==> src/rtl/signal_delay_prog.sv <==
// Runtime-programmable delay line for a valid-tagged stream, with a flush FSM that masks
// output valid while a newly loaded delay settles. Optional macro: SIGNAL_DELAY_DROP_CNT_EN.
module signal_delay_prog #(
  parameter int DATAWIDTH     = 32,
  parameter int MAX_DELAY     = 16,
  parameter int DEFAULT_DELAY = 2
) (
  input  logic                         clk,
  input  logic                         rst_n,
  input  logic                         cfg_load,
  input  logic [$clog2(MAX_DELAY):0]   delay_cfg,
  input  logic                         pre_valid,
  input  logic [DATAWIDTH-1:0]         pre_signal,
  output logic                         signal_valid,
  output logic [DATAWIDTH-1:0]         signal,
  output logic                         busy,
  output logic [$clog2(MAX_DELAY):0]   cur_delay,
  output logic [15:0]                  drop_cnt
);

  localparam int PW = $clog2(MAX_DELAY);
  localparam int AW = PW + 1;

  localparam logic [0:0] ST_RUN   = 1'b0;
  localparam logic [0:0] ST_FLUSH = 1'b1;

  logic [0:0]           state_q, state_d;
  logic [AW-1:0]        flushCnt_q, flushCnt_d;
  logic [AW-1:0]        curDelay_q, curDelay_d;
  logic [PW-1:0]        wrPtr_q;
  logic [PW-1:0]        rdPtr;
  logic [MAX_DELAY-1:0] validTag_q;
  logic [DATAWIDTH-1:0] dataMem_q [MAX_DELAY];
  logic                 rdValid;
  logic [DATAWIDTH-1:0] rdData;
  logic                 masked;
  logic                 signalValid_q, signalValid_d;
  logic [DATAWIDTH-1:0] signal_q, signal_d;
  logic [AW-1:0]        loadDelay;

  function automatic logic [AW-1:0] clampDelay(input logic [AW-1:0] d);
    if (d == '0)
      return AW'(1);
    else if (d > AW'(MAX_DELAY))
      return AW'(MAX_DELAY);
    else
      return d;
  endfunction

  // Modulo-MAX_DELAY subtraction; at D=MAX_DELAY this is the slot about to be overwritten.
  assign rdPtr     = wrPtr_q - curDelay_q[PW-1:0];
  assign rdValid   = validTag_q[rdPtr];
  assign rdData    = dataMem_q[rdPtr];
  assign loadDelay = clampDelay(delay_cfg);

  always_comb begin
    state_d    = state_q;
    flushCnt_d = flushCnt_q;
    curDelay_d = curDelay_q;
    if (cfg_load) begin
      state_d    = ST_FLUSH;
      flushCnt_d = loadDelay;
      curDelay_d = loadDelay;
    end else if (state_q == ST_FLUSH) begin
      if (flushCnt_q <= AW'(1)) begin
        state_d    = ST_RUN;
        flushCnt_d = '0;
      end else begin
        flushCnt_d = flushCnt_q - AW'(1);
      end
    end
  end

  // Masking follows the next state so busy and the suppressed valids line up cycle for cycle.
  assign masked = (state_d == ST_FLUSH);

  always_comb begin
    signalValid_d = 1'b0;
    signal_d      = signal_q;
    if (!masked) begin
      signalValid_d = rdValid;
      signal_d      = rdData;
    end
  end

  always_ff @(posedge clk or negedge rst_n) begin
    if (!rst_n) begin
      state_q       <= ST_RUN;
      flushCnt_q    <= '0;
      curDelay_q    <= AW'(DEFAULT_DELAY);
      wrPtr_q       <= '0;
      validTag_q    <= '0;
      signalValid_q <= 1'b0;
      signal_q      <= '0;
    end else begin
      state_q             <= state_d;
      flushCnt_q          <= flushCnt_d;
      curDelay_q          <= curDelay_d;
      wrPtr_q             <= wrPtr_q + PW'(1);
      validTag_q[wrPtr_q] <= pre_valid;
      signalValid_q       <= signalValid_d;
      signal_q            <= signal_d;
    end
  end

  always_ff @(posedge clk) begin
    dataMem_q[wrPtr_q] <= pre_signal;
  end

  assign signal_valid = signalValid_q;
  assign signal       = signal_q;
  assign busy         = (state_q == ST_FLUSH);
  assign cur_delay    = curDelay_q;

`ifdef SIGNAL_DELAY_DROP_CNT_EN
  logic [15:0] dropCnt_q;

  always_ff @(posedge clk or negedge rst_n) begin
    if (!rst_n)
      dropCnt_q <= '0;
    else if (masked && rdValid && (dropCnt_q != 16'hFFFF))
      dropCnt_q <= dropCnt_q + 16'd1;
  end

  assign drop_cnt = dropCnt_q;
`else
  assign drop_cnt = 16'h0000;
`endif

endmodule
==> config.mk <==
export PLATFORM = sky130hd
export DESIGN_NAME = signal_delay_prog
export DESIGN_NICKNAME = d
export VERILOG_FILES = /design/src/rtl/signal_delay_prog.sv
export SDC_FILE = /design/constraint.sdc
export NUM_CORES = 1
export LEC_CHECK = 0
export ABC_AREA = 1
export BUFFER_PORTS_ARGS = -buffer_cell sky130_fd_sc_hd__buf_2
export CAP_MARGIN = 20
export CORE_ASPECT_RATIO = 1.2
export CORE_MARGIN = 5
export CORE_UTILIZATION = 39
export DETAILED_ROUTE_END_ITERATION = 10
export HOLD_SLACK_MARGIN = 0.1
export MAX_ROUTING_LAYER = met4
export SLEW_MARGIN = 10
export SYNTH_ARGS = -nofsm -noshare
export SYNTH_HDL_FRONTEND = slang
export SYNTH_SLANG_ARGS = --single-unit
export TNS_END_PERCENT = 1
==> constraint.sdc <==
create_clock -name clk -period 3.6 [get_ports clk]
set_input_delay 0.18 -clock clk [delete_from_list [all_inputs] [get_ports clk]]
set_output_delay 0.18 -clock clk [all_outputs]
set_load 0.05 [all_outputs]
==> metrics.yaml <==
timing:
  final_max_slew_viol_count: 0
  timing.hold.ws_ps: 207
  rsz_0062_raised_after_global_routing: "no"
  worst_clock_skew_ps: 19.3
  timing.slew.headroom_pct: 25.1
  period_needed_ps: 2890
  timing.fmax_mhz: 346
  fin_tns_setup_ps: 0
  final_hold_vio_count: 0
  tightest_slew_ps: 1120
  final.period_utilization_pct: 80.2
  setup_violations: 0
synthesis:
  yosys.area.top_type_share_pct: 61.2
  synthArstFlopShare_pct: 11.1
  syn_area_sq_um: 25100
  post_synth_num_cell_types: 30
  synth_seq_area_share_pct: 67.6
  cell_taking_the_most_area_after_synthesis: "sky130_fd_sc_hd__edfxtp_1"
  synth_top_flop_cell: "sky130_fd_sc_hd__edfxtp_1"
  postSynthRegisterBits: 576
  synth.top_cells.by_area: "sky130_fd_sc_hd__edfxtp_1, sky130_fd_sc_hd__nand2_1, sky130_fd_sc_hd__nand3_1"
  postSynthCellCount: 2455
  yosys_warnings: 0
  postSynthAreaPerCell_sq_um: 10.2
  synth_edf_count: 512
power_and_ir_drop:
  netSwitchingPower_uw: 4810
  comb_power_share_pct: 17.4
  total_leakage_power_uw: 0.0126
  pwr_dens_nw_per_um2: 567
  totalPowerFinal_uw: 16400
  seq_power_share_pct: 47.4
  internal-power_uw: 11600
  pwr-share-clk_pct: 35.3
  worst_ir_drop_vdd_v: 0.000359
  net_switching_fraction_of_the_power_pct: 29.4
setup_path:
  critical_path_endpoint: "signal_valid"
  number_of_cell_instances_on_the_worst_register_to_register_path: 12
  timing.critical_path.slowest_cell_delay_ps: 990
  reg2reg_from: "wrPtr_q[0]"
  cp_cell_sequence: "inv_1, ha_4, inv_1, fa_4, inv_4, buf_12, a21oi_1, o21ai_0, nand3_1, nand3_1, nand2_1, nor2_1"
  critPathLaunch: "wrPtr_q[0]"
  crit-reg2reg-capture: "signal_valid"
  critical_path_peak_fanout: 37
  crit_cells: 12
  cp_slowest_cell: "sky130_fd_sc_hd__fa_4"
  critical_path_arrival_ps: 3380
  critical_path.top_delay_family: "adder cells"
  count_of_buffer_and_inverter_cells_on_the_critical_path: 4
  kind_of_capture_point_of_the_worst_setup_path: "flop"
  reg2reg_setup_slack_ps: 710
  critical_path_required_ps: 4090
  worst_setup_path_start_kind: "flop"
  criticalPathCategory: "flop to flop"
floorplanning:
  die_area_sq_um: 69600
  num_rows: 102
  ports: 96
  die_y_microns: 288
  initial_core_util_pct: 39.1
  placeable_core_region_sq_um: 64200
  dieWidth_microns: 242
grt:
  track_usage_pct: 18.5
  grt_start_max_net_pins: 200
  first_global_vias: 16400
  grt_first_pass_wirelength_microns: 97300
  grt_antenna_before_repair: 1
  aggregate_global_routing_overflow: 0
layout:
  share_of_post_route_cells_with_drive_strength_above_1_pct: 11.3
  multi_input_comb_area_sq_um: 5940
  finish.cell_count_without_fillers: 3436
  area.growth.synth_to_final_pct: 15.0
  sequential_cell_area_sq_um: 17000
  fillCellCount: 5852
  layout.nets: 2607
  finish.instance_area_sq_um: 28900
detailed_routing:
  drtAntennaViolNets: 0
  routed_wl_microns: 64000
  avgViaCountPerCell: 4.92
  first_pass_iters: 7
  wire_per_inst_microns: 18.6
  detailroute.via_count: 16900
  drtIter0Drc: 1481
  drt_drc_violations_left: 0
placement:
  routabilityCongestion: 0.774
  quantity_of_i_o_buffers_inserted_on_ports: 79
  dpl.hpwl_microns: 34300
  placed_area_sq_um: 26700
  place_inst: 3290
clock_network:
  cts_buf_count: 54
  cts_tree: "done"
  clk_pin_slew_worst_paths_ps: 70
  cts_root_buf: "sky130_fd_sc_hd__clkbuf_16"
  cts_max_level: 2
  sink_count_of_the_clock_tree: 576
  clock_latency_ps: 610
  bufs_on_longest_clock_path: 3
  cts_post_setup_buffers_inserted: 0
outcome:
  run_status: "completed"
worst_hold_path:
  worst_hold_path_type: "input port to asynchronous set/reset pin"
job:
  timing.max_cap.violations: 0
[layer usage]
metal / wire length, microns / global-route usage (%) / share of wire [%]
met1: 26300 / 23.0 / 41
met2: 32200 / 32.1 / 50
met3: 3620 / 2.25 / 5.7
met4: 1910 / 5.91 / 3.0
met5: 0 / - / 0
[kinds of logic (layout without fill, tap and decap cells)]
kind of cell,Yosys count,in the layout,share of synthesized area [%]
other,1,18,0.0149
buffers and inverters,598,730,9.68
and+or+nand+nor,1228,1228,21.1
DFF,576,576,67.6
xor gates and xnor gates,7,7,0.244
AOI/OAI and AO/OA,35,35,0.857
adders and majority gates,10,10,0.528
[through the flow]
step	utilization [%]	worst slack (ps)
6_report	45.0	712
3_5_place_dp	41.5	706
5_1_grt	45.0	455
3_3_place_gp	41.5	746
2_1_floorplan	-	1040
4_1_cts	45.0	676
[registers in the layout (all words and copies together) (netlist names)]
signal,flops
dataMem_q,512
signal,32
validTag_q,16
cur_delay,5
flushCnt_q,5
wrPtr_q,4
busy,1
signal_valid,1
[cell usage in the layout, fill, tap and decap left out, types with 8 or more instances in the layout]
master and count:
sky130_fd_sc_hd__nand2_1 707, sky130_fd_sc_hd__edfxtp_1 512, sky130_fd_sc_hd__inv_1 462, sky130_fd_sc_hd__nand3_1 427, sky130_fd_sc_hd__buf_2 78, sky130_fd_sc_hd__dfrtp_1 63, sky130_fd_sc_hd__or2_2 58, sky130_fd_sc_hd__clkbuf_16 55
sky130_fd_sc_hd__dlygate4sd3_1 42, sky130_fd_sc_hd__buf_4 23, sky130_fd_sc_hd__buf_12 19, sky130_fd_sc_hd__nor2_4 16, sky130_fd_sc_hd__conb_1 16, sky130_fd_sc_hd__nor2_1 15, sky130_fd_sc_hd__clkinv_2 14, sky130_fd_sc_hd__clkbuf_1 12
sky130_fd_sc_hd__a21oi_1 10, sky130_fd_sc_hd__clkbuf_8 10, sky130_fd_sc_hd__o21a_1 9, sky130_fd_sc_hd__o21ai_0 9, sky130_fd_sc_hd__ha_1 8
[cell usage after synthesis (5+ instances only)]
master                       n
sky130_fd_sc_hd__edfxtp_1  512
sky130_fd_sc_hd__o21a_1      9
sky130_fd_sc_hd__nor2_1     31
sky130_fd_sc_hd__inv_1     462
sky130_fd_sc_hd__ha_1        9
sky130_fd_sc_hd__o21ai_0     9
sky130_fd_sc_hd__or2_2      58
sky130_fd_sc_hd__clkbuf_1   32
sky130_fd_sc_hd__nand3_1   427
sky130_fd_sc_hd__buf_2      74
sky130_fd_sc_hd__a21oi_1    10
sky130_fd_sc_hd__nand2_1   709
sky130_fd_sc_hd__xor2_1      5
sky130_fd_sc_hd__buf_4      21
sky130_fd_sc_hd__dfrtp_1    63
[timing repair]
action / 4_1_cts / 5_1_grt
hold buffers: 42 / 0
endpoints found under the hold margin: 564 / 0
gates resized for setup: 0 / 0
[how the worst min path moves through the flow]
stage / end / slack (ps)
floorplan: busy / -120
global placement: signal[5] / 280
detailed placement: signal[4] / 290
CTS: signal[5] / 190
global route: signal[4] / 230
finish: signal[1] / 210
[power groups by stage]
stage | registers [uW] | logic [uW] | clock network [uW]
floorplan | 8470 | 1300 | 0
global placement | 7890 | 2780 | 0
detailed placement | 7890 | 2820 | 0
CTS | 7760 | 2860 | 5880
global route | 7780 | 3100 | 6180
finish | 7750 | 2850 | 5770
[final cells by class]
class / count / share of cell area [%]
multi-input combinational: 1296 / 20.6
sequential: 576 / 58.8
tap: 832 / 3.60
inverter: 466 / 6.08
clock buffer: 77 / 5.40
antenna: 2 / 0.0173
clock inverter: 25 / 0.849
timing repair buffer: 162 / 4.72
No activity file was read; power rests on OpenSTA's default activity.
